$ cat src/rtl/mul_functional_unit.sv
// Multi-cycle RV32M multiply unit (MUL/MULH/MULHSU/MULHU). It handles one instruction at a time
// and holds the result on the CDB until the CDB grant (cdb_ack) arrives.
module mul_functional_unit #(
    parameter int XLEN        = 32,
    parameter int ROB_ID_W    = 3,
    parameter int PREG_W      = 6,
    parameter int MUL_LATENCY = 4
) (
    input  logic                clk,
    input  logic                rst,
    input  logic                flush,
    input  logic                start_calculate,
    input  logic [2:0]          funct3,
    input  logic [XLEN-1:0]     rs1_v,
    input  logic [XLEN-1:0]     rs2_v,
    input  logic [ROB_ID_W-1:0] rob_id,
    input  logic [PREG_W-1:0]   pd,
    input  logic [4:0]          rd,
    output logic                fu_ready,
    output logic                cdb_valid,
    output logic [ROB_ID_W-1:0] cdb_rob_id,
    output logic [PREG_W-1:0]   cdb_pd,
    output logic [4:0]          cdb_rd,
    output logic [XLEN-1:0]     cdb_data,
    input  logic                cdb_ack
);

    localparam logic [1:0] ST_IDLE = 2'd0;
    localparam logic [1:0] ST_BUSY = 2'd1;
    localparam logic [1:0] ST_DONE = 2'd2;

    localparam int             CNT_W    = 5;
    localparam logic [CNT_W-1:0] CNT_INIT = CNT_W'(MUL_LATENCY - 1);
    localparam logic [CNT_W-1:0] CNT_ONE  = CNT_W'(1);
    localparam logic           SINGLE   = (MUL_LATENCY == 1);

    logic [1:0]          r_state;
    logic [CNT_W-1:0]    r_count;
    logic [1:0]          r_op;
    logic [XLEN-1:0]     r_rs1;
    logic [XLEN-1:0]     r_rs2;
    logic [ROB_ID_W-1:0] r_rob_id;
    logic [PREG_W-1:0]   r_pd;
    logic [4:0]          r_rd;
    logic                r_cdb_valid;
    logic [ROB_ID_W-1:0] r_cdb_rob_id;
    logic [PREG_W-1:0]   r_cdb_pd;
    logic [4:0]          r_cdb_rd;
    logic [XLEN-1:0]     r_cdb_data;

    logic                w_idle;
    logic                w_accept;
    logic                w_finish;
    logic [1:0]          w_src_op;
    logic [XLEN-1:0]     w_src_rs1;
    logic [XLEN-1:0]     w_src_rs2;
    logic [ROB_ID_W-1:0] w_src_rob_id;
    logic [PREG_W-1:0]   w_src_pd;
    logic [4:0]          w_src_rd;
    logic [XLEN-1:0]     w_result;

    // Both operands are extended to 2*XLEN+2 bits. The low bits of a modular product then equal
    // the low bits of the signed product of the (XLEN+1)-bit operands {s, x}.
    function automatic logic [XLEN-1:0] mul_result(input logic [1:0]      op,
                                                   input logic [XLEN-1:0] a,
                                                   input logic [XLEN-1:0] b);
        logic              s1;
        logic              s2;
        logic [2*XLEN+1:0] ext_a;
        logic [2*XLEN+1:0] ext_b;
        logic [2*XLEN+1:0] prod;
        s1    = (op != 2'b11) & a[XLEN-1];
        s2    = (op[1] == 1'b0) & b[XLEN-1];
        ext_a = {{(XLEN+2){s1}}, a};
        ext_b = {{(XLEN+2){s2}}, b};
        prod  = ext_a * ext_b;
        if (op == 2'b00) begin
            return prod[XLEN-1:0];
        end
        return prod[2*XLEN-1:XLEN];
    endfunction

    assign w_idle   = (r_state == ST_IDLE);
    assign w_accept = w_idle && start_calculate;
    assign w_finish = (w_accept && SINGLE) || ((r_state == ST_BUSY) && (r_count == CNT_ONE));

    // A single-cycle build completes in the accept cycle, so it multiplies the live inputs.
    assign w_src_op     = w_idle ? funct3[1:0] : r_op;
    assign w_src_rs1    = w_idle ? rs1_v       : r_rs1;
    assign w_src_rs2    = w_idle ? rs2_v       : r_rs2;
    assign w_src_rob_id = w_idle ? rob_id      : r_rob_id;
    assign w_src_pd     = w_idle ? pd          : r_pd;
    assign w_src_rd     = w_idle ? rd          : r_rd;
    assign w_result     = mul_result(w_src_op, w_src_rs1, w_src_rs2);

    always_ff @(posedge clk) begin
        if (rst) begin
            r_state      <= ST_IDLE;
            r_count      <= '0;
            r_op         <= '0;
            r_rs1        <= '0;
            r_rs2        <= '0;
            r_rob_id     <= '0;
            r_pd         <= '0;
            r_rd         <= '0;
            r_cdb_valid  <= 1'b0;
            r_cdb_rob_id <= '0;
            r_cdb_pd     <= '0;
            r_cdb_rd     <= '0;
            r_cdb_data   <= '0;
        end else if (flush) begin
            r_state     <= ST_IDLE;
            r_count     <= '0;
            r_cdb_valid <= 1'b0;
        end else begin
            case (r_state)
                ST_IDLE: begin
                    if (start_calculate) begin
                        r_op     <= funct3[1:0];
                        r_rs1    <= rs1_v;
                        r_rs2    <= rs2_v;
                        r_rob_id <= rob_id;
                        r_pd     <= pd;
                        r_rd     <= rd;
                        r_count  <= CNT_INIT;
                        r_state  <= SINGLE ? ST_DONE : ST_BUSY;
                    end
                end
                ST_BUSY: begin
                    r_count <= r_count - CNT_ONE;
                    if (r_count == CNT_ONE) begin
                        r_state <= ST_DONE;
                    end
                end
                ST_DONE: begin
                    if (cdb_ack) begin
                        r_state     <= ST_IDLE;
                        r_cdb_valid <= 1'b0;
                    end
                end
                default: r_state <= ST_IDLE;
            endcase
            if (w_finish) begin
                r_cdb_valid  <= 1'b1;
                r_cdb_data   <= w_result;
                r_cdb_rob_id <= w_src_rob_id;
                r_cdb_pd     <= w_src_pd;
                r_cdb_rd     <= w_src_rd;
            end
        end
    end

    assign fu_ready   = w_idle;
    assign cdb_valid  = r_cdb_valid;
    assign cdb_rob_id = r_cdb_rob_id;
    assign cdb_pd     = r_cdb_pd;
    assign cdb_rd     = r_cdb_rd;
    assign cdb_data   = r_cdb_data;

    // An issue strobe that arrives while the unit is not idle must leave the captured instruction untouched.
    a_busy_start_ignored: assert property (@(posedge clk) disable iff (rst)
        (start_calculate && !fu_ready) |=> ($stable(r_rs1) && $stable(r_rs2) && $stable(r_rob_id)));

endmodule

$ cat config.mk
export PLATFORM = sky130hd
export DESIGN_NAME = mul_functional_unit
export DESIGN_NICKNAME = d
export VERILOG_FILES = /design/src/rtl/mul_functional_unit.sv
export SDC_FILE = /design/constraint.sdc
export NUM_CORES = 2
export LEC_CHECK = 0
export ABC_AREA = 0
export CAP_MARGIN = 40
export CORE_MARGIN = 2
export CORE_UTILIZATION = 66
export DETAILED_ROUTE_END_ITERATION = 12
export PLACE_DENSITY = 0.86
export SETUP_SLACK_MARGIN = 0.02
export SLEW_MARGIN = 20
export SYNTH_ARGS = -nofsm -noshare
export SYNTH_HDL_FRONTEND = slang
export SYNTH_SLANG_ARGS = --single-unit
$ cat constraint.sdc
create_clock -name clk -period 10.74 [get_ports clk]
set_input_delay 1.074 -clock clk [delete_from_list [all_inputs] [get_ports clk]]
set_output_delay 1.074 -clock clk [all_outputs]
set_load 0.01 [all_outputs]
-- Yosys cells after proc, flatten, opt, wreduce, memory -nomap -nowiden
Index checks and enable logic that the tools add are counted.
- bitwise operators: 4
- muxes and demuxes: 18
- $mul: 1
- equal/unequal tests: 7
- reductions and logical operators: 12
- add/sub/neg operators: 1
- operators with widths (kind ; number):
    32-bit 2-to-1 mux ; 4
    33-bit by 33-bit multiplier with 64-bit output ; 1
    5-bit 2-to-1 mux ; 2
    5-bit case mux with 2 select lines ; 1
    2-bit 2-to-1 mux ; 4
    6-bit 2-to-1 mux ; 1
    2-bit inequality test (second input constant) ; 3
    2-bit case mux with 3 select lines ; 1
    2-bit AND reduction ; 3
    3-bit AND reduction ; 2
    2-bit nonzero test ; 3
    5-bit by 1-bit equality test with 1-bit output (second input constant) ; 1
    5-bit by 1-bit subtractor with 5-bit output (second input constant) ; 1
    2-bit zero test ; 2
    1-bit 2-to-1 mux ; 4
    3-bit 2-to-1 mux ; 1
    1-bit AND ; 2
    2-bit by 1-bit equality test with 1-bit output (second input constant) ; 1
    2-bit equality test (second input constant) ; 1
    2-bit by 1-bit inequality test with 1-bit output (second input constant) ; 1
    1-bit inverter ; 2
    2-bit OR reduction ; 1
    1-bit logical AND ; 1
- bits in registers: 134
- input port bits: 86
- word-level logic and storage cells: 56

-- Depth between registers and ports, before layout
- word-level depth: 7
- gate-level depth with buffers: 34

-- Worst setup path before layout
Ideal clock, no wire load.
- kind: register to register
- from: register r_state[1]
- to: register r_cdb_data[28] (netlist: cdb_data[28])
- setup time: 0.074 ns
- clock period less this slack: 9.234 ns
- arrival: 9.160 ns
- cell stages (with the launch flop): 34
- setup slack: 1.506 ns
- cell sequence: dfxtp_1 -> nor2_4 -> clkbuf_1 -> buf_1 -> mux2i_1 -> clkbuf_1 -> buf_1 -> nor2_1 -> fa_1 -> inv_1 -> fa_1 -> inv_1 -> fa_1 -> inv_1 -> fa_1 -> inv_1 -> fa_1 -> fa_1 -> fa_1 -> inv_1 -> fa_1 -> inv_1 -> ha_1 -> clkbuf_1 -> nand3_1 -> a21oi_1 -> or2_2 -> and2_1 -> o21ai_0 -> a211o_1 -> o21a_1 -> o211ai_1 -> o21ai_0 -> a31oi_1
- cells in the longest elaborated chain, start to end: 6
- elaborated cells between the ends (all ways): 16
- ends and longest elaborated chain (item ; line ; RTL):
    from (decl) ; 37 ; logic [1:0] r_state;
    from (signal assigned) ; 126 ; r_state <= SINGLE ? ST_DONE : ST_BUSY;
    2-bit zero test ; 83 ; assign w_idle = (r_state == ST_IDLE);
    2-bit 2-to-1 mux ; 88 ; assign w_src_op = w_idle ? funct3[1:0] : r_op;
    2-bit inequality test / 1-bit inverter (equally long branches) ; 72, 73 ;
    1-bit AND, on equally long branches ; 72, 73 ;
    33-bit by 33-bit multiplier with 64-bit output ; 76 ; prod = ext_a * ext_b;
    32-bit 2-to-1 mux ; 80 ; return prod[2*XLEN-1:XLEN];
    to (signal assigned) ; 145 ; r_cdb_data <= w_result;
    to (decl) ; 49 ; logic [XLEN-1:0] r_cdb_data;
Several ways; a longest one is shown, not always the timed one. The select of a mux whose other input is x is not followed.
A chain may end at the register's enable or synchronous reset.

-- Worst setup path in the final report
- from: input rs1_v[31]
- to: register r_cdb_data[30] (netlist: cdb_data[30])
- cells in the longest elaborated chain, start to end: 4
- ends and longest elaborated chain (item ; line ; RTL):
    from (decl) ; 14 ; input logic [XLEN-1:0] rs1_v,
    32-bit 2-to-1 mux * ; 89 ; assign w_src_rs1 = w_idle ? rs1_v : r_rs1;
    1-bit AND ; 72 ; s1 = (op != 2'b11) & a[XLEN-1];
    33-bit by 33-bit multiplier with 64-bit output * ; 76 ;
    32-bit 2-to-1 mux * ; 80 ;
Every way passes the cells marked *; elsewhere a longest branch is shown, timed or not.

==> reports/metrics.csv <==
stage,metric,value,unit
clock_network,CTS Buf Count,17,
flow_run,Max-cap violations,0,
timing,Slew HR,39.5,%
yosys,synth warn,0,
clock_network,Post-CTS Hold Fix Bufs,0,
floorplanning,die height,260,um
timing,setup_tns,0,ns
placement,HPWL Detailed,111000,um
grt,initial antenna violation count,4,
cells_and_area,Syn-to-layout area delta,7.16,%
setup_path,"slowest stage delay, CP",0.72,ns
setup_path,Crit-path slowest cell,and3_1,
floorplanning,IO Pins,134,
yosys,syn_area_per_cell,8.84,sq um
grt,vias in the first global route,38674,
drt,Avg WL per Cell,24.2,um
drt,vias per cell,6.19,
clock_network,root buffer cell,clkbuf_16,
timing,Final Max Slew Viols,0,
clock_network,H-tree levels,4,
cells_and_area,Fillers,4704,
floorplanning,total die area,0.0675,sq mm
drt,vias,35776,
timing,worst clock skew,0.00852,ns
timing,final number of hold-violating endpoints,0,
grt,first-pass GRT wire length,215000,um
drt,# DRC,0,
grt,gr usage total,43.3,%
clock_network,clock transition at the registers of the reported paths,0.07,ns
clock_network,clk_lat worst skew,0.50,ns
cells_and_area,Multi-input gate area,0.0355,sq mm
yosys,top post-synthesis cells by area,"fa_1, inv_1, nand2_1",
cells_and_area,share of cells above drive strength 1,5.06,%
timing,Setup WS post-layout,0.800,ns
yosys,top-area cell type share of the netlist area,52.2,%
setup_path,Worst setup SP type,primary input,
setup_path,Setup crit end kind,flop,
floorplanning,# rows,93,
timing,RSZ-0062 raised after global routing,no,
clock_network,Post-CTS Setup Repair Bufs,0,
placement,# port buffers,132,
timing,crit share post-route,92.5,%
min_path,Worst Hold Class,reg -> reg,
floorplanning,CORE AREA,0.0646,sq mm
placement,routability cong.,1.03,
yosys,synthesis-stage register bit count,134,
floorplanning,Die Wd,260,um
yosys,top-count cell post-synth,fa_1,
timing,Tightest Pin Transition,0.890,ns
drt,ANT nets after route,0,
grt,grt ovf,0,
yosys,Post-synth top cells,"fa_1, inv_1, nand2_1",
clock_network,post_cts resized,0,
yosys,asr flop ratio synth,0,%
yosys,Yosys cell types,68,
yosys,Yosys top cell by area,fa_1,
setup_path,worst endpoint required time,11.15,ns
grt,largest net degree at the start of global routing,75,
drt,DRT Pass-1 Iters,8,
yosys,"EDFF count, synth",0,
drt,Initial DRC Count,3934,
clock_network,CTS tree,yes,
timing,Final setup viols,0,
setup_path,Setup CP Type,in -> reg,
yosys,post-synthesis cell count,4883,
yosys,"Seq/Total Area, Yosys",6.21,%
yosys,syn nets,6308,
floorplanning,Initial Util,66.9,%
setup_path,Crit path buffers/inverters,8,
cells_and_area,Final nets,6331,
setup_path,critical path's most frequent cell,fa_1,
yosys,top_reg_cell synth,dfxtp_1,
timing,Tmin final,9.94,ns
yosys,"Cell Area, Synth",0.0432,sq mm
setup_path,slack of the worst reg-to-reg path,0.94,ns
clock_network,clk sinks,134,
timing,FMAX,101,MHz
cells_and_area,register area,0.00268,sq mm
status,status,"finished, final reports clean",
setup_path,Worst EP arrival,10.35,ns
clock_network,Max Root-Sink Buffers,2,
placement,worst slack at placement,0.449,ns
drt,Routed Wire Length,140000,um
setup_path,crit-path leading delay family,adder cells,
setup_path,critical path peak fanout,15,
-- metal layers --
layer	track usage [%]	vias up	part of all wire, %
li1	-	14403	-
met1	49.8	17871	32
met2	67.1	2566	45
met3	16.0	934	14
met4	31.2	2	9.4
met5	0	-	0.0072
-- registers in the layout, summed over array words and instances, names as in the netlist --
signal and flops:
cdb_rd 5, r_pd 6, r_count 5, r_rob_id 3
r_rd 5, r_rs2 32, cdb_rob_id 3, r_state 2
cdb_data 32, cdb_valid 1, cdb_pd 6, r_rs1 32
r_op 2
-- worst min-delay path, stage by stage, from the launching register on --
cell and delay, ns:
dfxtp_1 0.31, nand2_1 0.05, a21oi_1 0.05
-- cells in the final DEF (no fill, tap or decap), types with 62 or more instances in the layout --
cell / n
inv_1: 1097
nor2_1: 433
ha_1: 214
nand2_1: 929
buf_4: 111
clkdlybuf4s50_1: 131
mux2_2: 62
fa_1: 1125
a21oi_1: 149
o21ai_0: 77
dfxtp_1: 134
-- layout make-up --
class	instances	share of cell area, %
Sequential cell	134	5.80
Clock inverter	13	0.325
Inverter	1097	8.90
Clock buffer	18	0.928
Antenna cell	3	0.0162
Multi-Input combinational cell	3406	76.7
Tap cell	855	2.31
Timing Repair Buffer	250	4.99
-- kinds of logic (layout without fill, tap and decap cells) --
| kind of cell | count (synthesis) | after routing | share of synthesized area [%] |
|---|---|---|---|
| and+or+nand+nor | 1488 | 1488 | 13.6 |
| DFF | 134 | 134 | 6.21 |
| muxes | 122 | 122 | 3.03 |
| other | 0 | 3 | 0 |
| AOI/OAI and AO/OA | 388 | 388 | 5.64 |
| adders and majority gates | 1339 | 1339 | 58.4 |
| buffers and inverters | 1343 | 1378 | 11.7 |
| xor gates and xnor gates | 69 | 69 | 1.40 |
-- through the flow --
| stage | instances | util [%] | instance area, sq um | hold WS [ns] |
|---|---|---|---|---|
| finish | 5776 | 71.6 | 46300 | 0.454 |
| CTS | 5770 | 71.6 | 46200 | 0.454 |
| floorplan | 4883 | - | 43200 | 0.433 |
| global placement | 5735 | 70.5 | 45500 | 0.439 |
| detailed placement | 5739 | 70.7 | 45600 | 0.446 |
| global route | 5773 | 71.6 | 46300 | 0.469 |
-- worst paths after layout --
kind,start,cells after the start,end
max,rs1_v[31],28,cdb_data[30]$_SDFFE_PP0P_
min,r_pd[2]$_SDFFE_PP0P_,2,r_pd[2]$_SDFFE_PP0P_
max reg2reg,r_state[1]$_SDFFE_PP0P_,28,cdb_data[30]$_SDFFE_PP0P_
min reg2reg,r_pd[2]$_SDFFE_PP0P_,2,r_pd[2]$_SDFFE_PP0P_
Power is not shown: default switching activity piles up to over one toggle a cycle in this logic, so the estimate is an artifact.
